$ cat src/rtl/gcd_unit_if.sv
// rtl/gcd_unit_if.sv - operand/result handshake bundle for gcd_unit
//
// Groups the operand input handshake, the result output handshake and the
// status/abort lines of gcd_unit.
//   master : operand source / result consumer side
//   slave  : gcd_unit side
// WIDTH and ITER_W must match the parameters of the attached gcd_unit.
interface gcd_unit_if #(
  parameter int WIDTH  = 8,
  parameter int ITER_W = WIDTH
);
  logic              in_valid;
  logic              in_ready;
  logic [WIDTH-1:0]  x_i;
  logic [WIDTH-1:0]  y_i;
  logic              abort;
  logic              out_valid;
  logic              out_ready;
  logic [WIDTH-1:0]  d_o;
  logic [ITER_W-1:0] iter_cnt;
  logic              zero_flag;
  logic              busy;

  modport master (
    output in_valid, x_i, y_i, abort, out_ready,
    input  in_ready, out_valid, d_o, iter_cnt, zero_flag, busy
  );

  modport slave (
    input  in_valid, x_i, y_i, abort, out_ready,
    output in_ready, out_valid, d_o, iter_cnt, zero_flag, busy
  );
endinterface

$ cat src/rtl/gcd_unit.sv
// rtl/gcd_unit.sv - subtractive Euclid GCD engine with valid/ready handshakes
//
// Ports:
//   clk   : rising-edge clock
//   reset : asynchronous active-low reset
//   bus   : gcd_unit_if.slave
//     in_valid/in_ready/x_i/y_i   operand pair handshake (ready only in IDLE)
//     out_valid/out_ready         result handshake (valid only in DONE)
//     d_o/iter_cnt/zero_flag      result, subtraction count, zero-operand flag
//     abort                       cancel an in-flight computation (CALC only)
//     busy                        computation in progress
module gcd_unit #(
  parameter int WIDTH  = 8,
  parameter int ITER_W = WIDTH
) (
  input  logic      clk,
  input  logic      reset,
  gcd_unit_if.slave bus
);

  typedef enum logic [1:0] {
    IDLE = 2'd0,
    CALC = 2'd1,
    DONE = 2'd2
  } state_t;

  state_t            state_q, state_n;
  logic [WIDTH-1:0]  x_q, x_n;
  logic [WIDTH-1:0]  y_q, y_n;
  logic [WIDTH-1:0]  d_q, d_n;
  logic [ITER_W-1:0] iter_q, iter_n;
  logic              zero_q, zero_n;

  always_ff @(posedge clk or negedge reset) begin
    if (!reset) begin
      state_q <= IDLE;
      x_q     <= '0;
      y_q     <= '0;
      d_q     <= '0;
      iter_q  <= '0;
      zero_q  <= 1'b0;
    end else begin
      state_q <= state_n;
      x_q     <= x_n;
      y_q     <= y_n;
      d_q     <= d_n;
      iter_q  <= iter_n;
      zero_q  <= zero_n;
    end
  end

  always_comb begin
    state_n = state_q;
    x_n     = x_q;
    y_n     = y_q;
    d_n     = d_q;
    iter_n  = iter_q;
    zero_n  = zero_q;

    case (state_q)
      IDLE: begin
        if (bus.in_valid) begin
          x_n    = bus.x_i;
          y_n    = bus.y_i;
          iter_n = '0;
          // A zero operand short-circuits: gcd(0,b)=b and gcd(0,0)=0,
          // both of which are just the OR of the operands.
          if (bus.x_i == '0 || bus.y_i == '0) begin
            d_n     = bus.x_i | bus.y_i;
            zero_n  = 1'b1;
            state_n = DONE;
          end else begin
            zero_n  = 1'b0;
            state_n = CALC;
          end
        end
      end

      CALC: begin
        // Abort wins over the step; d_o/zero_flag keep their old values and
        // iter_cnt keeps the partial count.
        if (bus.abort) begin
          state_n = IDLE;
        end else if (x_q == y_q) begin
          d_n     = x_q;
          state_n = DONE;
        end else begin
          // Only the larger operand is reduced, so no underflow is possible.
          if (x_q < y_q) begin
            y_n = y_q - x_q;
          end else begin
            x_n = x_q - y_q;
          end
          if (iter_q != '1) begin
            iter_n = iter_q + ITER_W'(1);
          end
        end
      end

      DONE: begin
        if (bus.out_ready) begin
          state_n = IDLE;
        end
      end

      default: begin
        state_n = IDLE;
      end
    endcase
  end

  assign bus.in_ready  = (state_q == IDLE);
  assign bus.busy      = (state_q == CALC);
  assign bus.out_valid = (state_q == DONE);
  assign bus.d_o       = d_q;
  assign bus.iter_cnt  = iter_q;
  assign bus.zero_flag = zero_q;

endmodule

$ cat src/flat_wrapper.sv
// flat-port wrapper written by rule: the top's interface ports become plain ports
module gcd_unit_flat 
#(
  parameter int WIDTH  = 8,
  parameter int ITER_W = WIDTH
)
  (clk, reset, bus_in_valid, bus_x_i, bus_y_i, bus_abort, bus_out_ready, bus_in_ready, bus_out_valid, bus_d_o, bus_iter_cnt, bus_zero_flag, bus_busy);
  gcd_unit_if #(.WIDTH(WIDTH), .ITER_W(ITER_W)) bus_i ();
  input  logic clk;
  input  logic reset;
  input wire logic [$bits(bus_i.in_valid)-1:0] bus_in_valid;
  input wire logic [$bits(bus_i.x_i)-1:0] bus_x_i;
  input wire logic [$bits(bus_i.y_i)-1:0] bus_y_i;
  input wire logic [$bits(bus_i.abort)-1:0] bus_abort;
  input wire logic [$bits(bus_i.out_ready)-1:0] bus_out_ready;
  output wire logic [$bits(bus_i.in_ready)-1:0] bus_in_ready;
  output wire logic [$bits(bus_i.out_valid)-1:0] bus_out_valid;
  output wire logic [$bits(bus_i.d_o)-1:0] bus_d_o;
  output wire logic [$bits(bus_i.iter_cnt)-1:0] bus_iter_cnt;
  output wire logic [$bits(bus_i.zero_flag)-1:0] bus_zero_flag;
  output wire logic [$bits(bus_i.busy)-1:0] bus_busy;
  assign bus_i.in_valid = bus_in_valid;
  assign bus_i.x_i = bus_x_i;
  assign bus_i.y_i = bus_y_i;
  assign bus_i.abort = bus_abort;
  assign bus_i.out_ready = bus_out_ready;
  assign bus_in_ready = bus_i.in_ready;
  assign bus_out_valid = bus_i.out_valid;
  assign bus_d_o = bus_i.d_o;
  assign bus_iter_cnt = bus_i.iter_cnt;
  assign bus_zero_flag = bus_i.zero_flag;
  assign bus_busy = bus_i.busy;
  gcd_unit #(.WIDTH(WIDTH), .ITER_W(ITER_W)) u_core (.clk(clk), .reset(reset), .bus(bus_i));
endmodule
$ cat config.mk
export PLATFORM = sky130hd
export DESIGN_NAME = gcd_unit_flat
export DESIGN_NICKNAME = d
export VERILOG_FILES = /design/src/rtl/gcd_unit_if.sv /design/src/rtl/gcd_unit.sv /design/src/flat_wrapper.sv
export SDC_FILE = /design/constraint.sdc
export NUM_CORES = 1
export LEC_CHECK = 0
export CORE_AREA = 2 2 79 81
export CTS_CLUSTER_DIAMETER = 200
export DETAILED_ROUTE_END_ITERATION = 7
export DIE_AREA = 0 0 81 83
export PLACE_DENSITY = 0.67
export SLEW_MARGIN = 10
export SYNTH_ARGS = -nofsm -noshare
export SYNTH_HDL_FRONTEND = slang
export SYNTH_SLANG_ARGS = --single-unit
$ cat constraint.sdc
create_clock -name clk -period 2.8 [get_ports clk]
set_clock_uncertainty 0.05 [all_clocks]
set_input_delay 0.84 -clock clk [delete_from_list [all_inputs] [get_ports clk]]
set_output_delay 0.84 -clock clk [all_outputs]
set_load 0.02 [all_outputs]
==> metrics.txt, run 1 <==
outcome=finished clean; Post-CTS Repair Setup Buffers=0; Post-Synth Adder-Cell Area=0.09348; grt ovf=0; Inst Count DP=397; layout net count=368; P&R area growth vs syn=23.27%; Synth Register Bits=35; cts bufs inserted=5; sequential area share after synthesis=0.3408; fraction of the cycle the final worst path needs=0.9151; met3 usage=0.04022; Synth area leader=dfrtp_1; most numerous cell on the critical path=a21oi_2; syn nets=322; hold_sp=u_core.bus.d_o[5]; Crit Reg-Reg Startpoint=u_core.x_q[0]; XOR/XNOR Fraction of Synth Area=0.01022; Ys Warns=0; Antenna Cells=0; Die X=81 um; kind of critical path=flip-flop to flip-flop; RSZ-0062 raised after global routing=no; fin util=0.5448; Hold Path Cell Cnt=1; Post-CTS Hold Buffers=0; initial antenna violation count=0; Synth Area in Compound Gates=0.2327; DRT iter0 DRCs=162; row count=28; ordered cell list for the critical path=inv_1 -> ha_1 -> fa_1 -> nand2b_1 -> a21oi_2 -> a21oi_2 -> o21ai_2 -> mux2_2; Reg clk slew, reported paths=80 ps; async set or reset register ratio after synthesis=1.000; Max FO, Critical Path=7; startpoint type of the worst setup path=flip-flop; number of detailed-route iterations in the first pass=4; Synth Area in Simple Gates=0.1587; first-pass GRT wire length=11.13 mm; final WL=6.493 mm; met2 Use GR=0.3065; fill count=561; vias=2285; worst path required time=2930 ps; Hold Fails Final Rpt=0; io pins=41; largest family of logic cells by synthesized area=compound AO/OA/AOI/OAI gates; met1 GRT Util=0.3138; Synth top cells by count=dfrtp_1 (35), o21ai_0 (33), nand2_1 (22), nor2_1 (20), inv_1 (19); Worst path slowest cell=o21ai_2; crit path buf inv count=1; Worst Max-Slew Pin Slew=566.6 ps; CTS root buffer=clkbuf_8; Post-Synthesis Mean Instance Area=9.081 sq um; Distinct cells, synth=56; worst-skew pair later-pin latency=290 ps; Fmax=390.3 MHz; Buffers on Ports=40; pin count of the biggest net entering global routing=53; top-count cell post-synth=dfrtp_1; H-tree lvl count=2; Worst R2R Path Depth=8; Worst Path Arrival=2690 ps; HPWL Detailed=4.774 mm; Hold EP=u_core.bus.d_o[5]; final setup vio count=0; GRT Total Usage=0.2110; leakage=0.001359 uW; Vert. Die Dim=83 um; Max-Slew Margin vs Limit=0.6222; min cycle time layout=2562 ps; final hold slack=461.1 ps; Synth top area share=0.3408; die area=0.006723 sq mm; CP top delay family=compound AO/OA/AOI/OAI gates; Vias/cell=5.642; vias in the first global route=2304; RePlAce Congestion=0.8666; GRT busiest layer=met1; CTS Buffer Depth=2; Max-Cap Viols=0; post-cts sizing count=0; worst vdd ir=0.4841 mV; core area=0.005816 sq mm; Starting Density=0.4419; Synth area leaders=dfrtp_1 (34%), ha_1 (7.8%), o21ai_0 (6.4%), mux2_2 (5.3%), a21oi_1 (3.5%); CTS tree=yes; top_reg_cell synth=dfrtp_1; Sink Count=35; CP peak stage delay=470 ps; Post-synth EDFFs=0; Netlist Area Pre-Place=0.002570 sq mm; share of synthesized area spent on multiplexers=0.1130; PwrDens=1204 mW/mm^2; final std cells w/o fill=405; layout cells sized above 1=0.1455; post-synthesis instance total=283; internal reg-to-reg setup slack=240 ps; wire per inst=16.03 um; worst r2r dst=u_core.y_q[7]; post-route ant nets=0; crit end category=flip-flop; Final Max Slew Viols=0; DRC viols=0; Hold Path Class=flip-flop to flip-flop
final cells by class:
class	count	area, sq um	area share
clock buffer	6	72.57	0.02291
clock inverter	2	12.51	0.003949
inverter	20	75.07	0.02370
multi-input combinational	217	1563	0.4933
sequential	35	875.8	0.2765
tap	75	93.84	0.02962
timing repair buffer	50	475.5	0.1501
where the power goes:
group	leakage, uW	switching (uW)	internal [uW]	total, uW
logic	0.000887	1430	1140	2580
registers	0.000431	150	715	865
clock network	0.0000412	201	174	375
total	0.00136	1780	2030	3810
cell usage in the layout (no fill, tap or decap), types with 5 or more instances in the layout:
master / netlist / layout
ha_1: 16 / 16
o31ai_1: 6 / 6
clkbuf_8: 0 / 5
a21oi_1: 18 / 18
mux2_2: 12 / 12
nand2_1: 22 / 22
nand2b_1: 6 / 6
clkdlybuf4s50_1: 0 / 40
mux2_4: 5 / 5
buf_4: 2 / 10
o21ai_0: 33 / 33
mux2i_1: 8 / 8
dfrtp_1: 35 / 35
nor3_1: 5 / 5
nand3_1: 5 / 5
inv_1: 19 / 19
nor4_1: 5 / 5
nor2_1: 20 / 20
routing by layer:
layer / wire length, um / share of wire / up-vias
li1: - / - / 1120
met1: 3175 / 0.49 / 1087
met2: 2956 / 0.46 / 69
met3: 287 / 0.044 / 9
met4: 74 / 0.011 / 0
met5: 0 / 0 / -
flip-flops by register name (all words and copies together) (netlist names):
| register | count |
|---|---|
| u_core.x_q | 8 |
| u_core.bus.iter_cnt | 8 |
| u_core.bus.d_o | 8 |
| u_core.state_q | 2 |
| u_core.bus.zero_flag | 1 |
| u_core.y_q | 8 |
worst register-to-register path, stage by stage (launching register included):
cell	delay, ps
dfrtp_1	360
inv_1	70
ha_1	220
fa_1	420
nand2b_1	180
a21oi_2	160
a21oi_2	110
o21ai_2	480
mux2_2	400
kinds of logic after synthesis:
family	Yosys count
fa+ha+maj	18
buf+inv	31
mux	25
xor+xnor	3
simple gates	80
compound gates	91
flops	35
worst max-delay path by stage:
stage                                    to     startpoint  depth (start not counted)  slack (ps)
after floorplan               u_core.y_q[2]  u_core.y_q[0]                          7         490
after CTS                     u_core.y_q[7]  u_core.x_q[0]                          8         230
after detailed placement  u_core.bus.d_o[1]     bus_x_i[4]                          6         -40
after global routing          u_core.y_q[5]  u_core.y_q[5]                          8          30
after global placement    u_core.bus.d_o[0]     bus_x_i[4]                          6         -40
final                         u_core.y_q[7]  u_core.x_q[0]                          8         240
metrics by stage:
| step | area (sq um) | setup TNS [ps] | setup WS (ps) | power, uW |
|---|---|---|---|---|
| after CTS | 3168 | 0 | 232.8 | 3812 |
| after detailed placement | 3083 | -185.8 | -37.86 | 3423 |
| after global routing | 3168 | 0 | 29.52 | 4155 |
| after global placement | 3083 | -329.4 | -42.36 | 3378 |
| after floorplan | 2570 | 0 | 494.5 | 2713 |
| final | 3168 | 0 | 237.8 | 3815 |
Note: power is estimated with default switching activity, not from simulation.
==> run 2, diff against run 1 <==
SLEW_MARGIN = 25   (was 10)
==> results of run 2 <==
Same layout as run 1: the final DEF is identical, and so are final timing and power.
==> run 3, diff against run 2 <==
CTS_BUF_LIST = sky130_fd_sc_hd__clkbuf_2   (was unset)
==> run 3 against run 2 <==
Effect of this change: via count is 1.4% lower; count of clock-buffer cells in the layout unchanged; flip-flop and latch count unchanged; critical path depth fell by 6; global-route usage fell by 0.16 points; cell count unchanged; worst hold slack better by 23 ps.
==> metrics.txt, run 3 (synthesis gave the netlist of run 1 again) <==
pin count of the biggest net entering global routing=53; number of detailed-route iterations in the first pass=4; Vias/cell=5.563; startpoint type of the worst setup path=flip-flop; layout cells sized above 1=0.1485; first-pass GRT wire length=11.16 mm; Power Total=3676 uW; Setup crit start=u_core.state_q[0]; Hold Fails Final Rpt=0; fraction of the cycle the final worst path needs=0.9574; leakage=0.001346 uW; RePlAce Congestion=0.8666; final hold slack=484.4 ps; Max FO, Critical Path=6; Reg clk slew, reported paths=210 ps; row count=28; Post-CTS Repair Setup Buffers=0; Final Max Slew Viols=0; Hold Path Cell Cnt=1; Worst R2R Path Depth=8; Crit Reg-Reg Startpoint=u_core.x_q[0]; vias in the first global route=2309; GRT Total Usage=0.2094; final setup vio count=0; Sink Count=35; grt ovf=0; Max-Cap Viols=0; Buffers on Ports=40; final WL=6.419 mm; Fmax=373.0 MHz; Antenna Cells=0; cts bufs inserted=5; crit end category=output port; final std cells w/o fill=405; vias=2253; Max-Slew Margin vs Limit=0.6317; outcome=finished clean; H-tree lvl count=2; Worst Path Arrival=1790 ps; hold_sp=u_core.bus.d_o[5]; PwrDens=1176 mW/mm^2; HPWL Detailed=4.774 mm; worst vdd ir=0.4853 mV; die area=0.006723 sq mm; CTS tree=yes; Hold Path Class=flip-flop to flip-flop; worst path required time=1910 ps; kind of critical path=flip-flop to output port; CTS root buffer=clkbuf_2; Worst Max-Slew Pin Slew=552.3 ps; Post-CTS Hold Buffers=0; commonest non-fill, non-tap cell in the layout=clkdlybuf4s50_1; Inst Count DP=397; commonest non-fill, non-tap cells in the layout=clkdlybuf4s50_1 (40), dfrtp_1 (35), o21ai_0 (33); initial antenna violation count=0; DRC viols=0; wire per inst=15.85 um; worst-skew pair later-pin latency=380 ps; register area=875.8 sq um; multi-input logic area=0.001563 sq mm; Vert. Die Dim=83 um; P&R area growth vs syn=21.62%; RSZ-0062 raised after global routing=no; CTS Buffer Depth=2; layout net count=368; Starting Density=0.4419; post-route ant nets=0; fin util=0.5374; post-cts sizing count=0; core area=0.005816 sq mm; DRT iter0 DRCs=203; Die X=81 um; io pins=41; fill count=568; min cycle time layout=2681 ps
## run 3: cell counts in the layout (fill, tap and decap cells not counted)
Identical to the previous run, type by type.
## run 3: metal layers
layer / up-vias / track usage / part of all wire
met2: 58 / 0.3065 / 0.46
met5: - / 0 / 0
met3: 9 / 0.04239 / 0.039
met1: 1071 / 0.3103 / 0.49
met4: 0 / 0.06009 / 0.010
li1: 1115 / - / -
## run 3: report_power, final
part / internal [uW] / leakage (uW) / switching [uW]
clock: 63.9 / 0.0000290 / 189
combinational: 1140 / 0.000887 / 1420
sequential: 712 / 0.000431 / 150
total: 1920 / 0.00135 / 1760
## run 3: critical path, cell delays in order, from the launching register on
cell and delay, ps:
dfrtp_1 490, nor2_1 260, clkdlybuf4s50_1 660
## run 3: layout make-up
| cell class | count | share of cell area |
|---|---|---|
| multi-input combinational | 217 | 0.5000 |
| timing repair buffer | 50 | 0.1521 |
| tap | 75 | 0.03002 |
| clock inverter | 2 | 0.004003 |
| sequential | 35 | 0.2802 |
| inverter | 20 | 0.02402 |
| clock buffer | 6 | 0.009608 |
## run 3: worst paths after layout
path	slack [ps]	endpoint
min in group asynchronous	790	u_core.bus.d_o[0]
setup / recovery	120	bus_in_ready
max in group asynchronous	1560	u_core.x_q[5]
hold / removal	480	u_core.bus.d_o[5]
setup reg to reg	220	u_core.y_q[7]
hold reg to reg	480	u_core.bus.d_o[5]
## run 3: metrics by stage
stage               cell area (sq um)  TNS, ps  setup slack [ps]
floorplan                        2570        0             494.5
global placement                 3083   -329.4            -42.36
detailed placement               3083   -185.8            -37.86
CTS                              3126        0             109.5
global route                     3126        0             1.898
finish                           3126        0             119.2
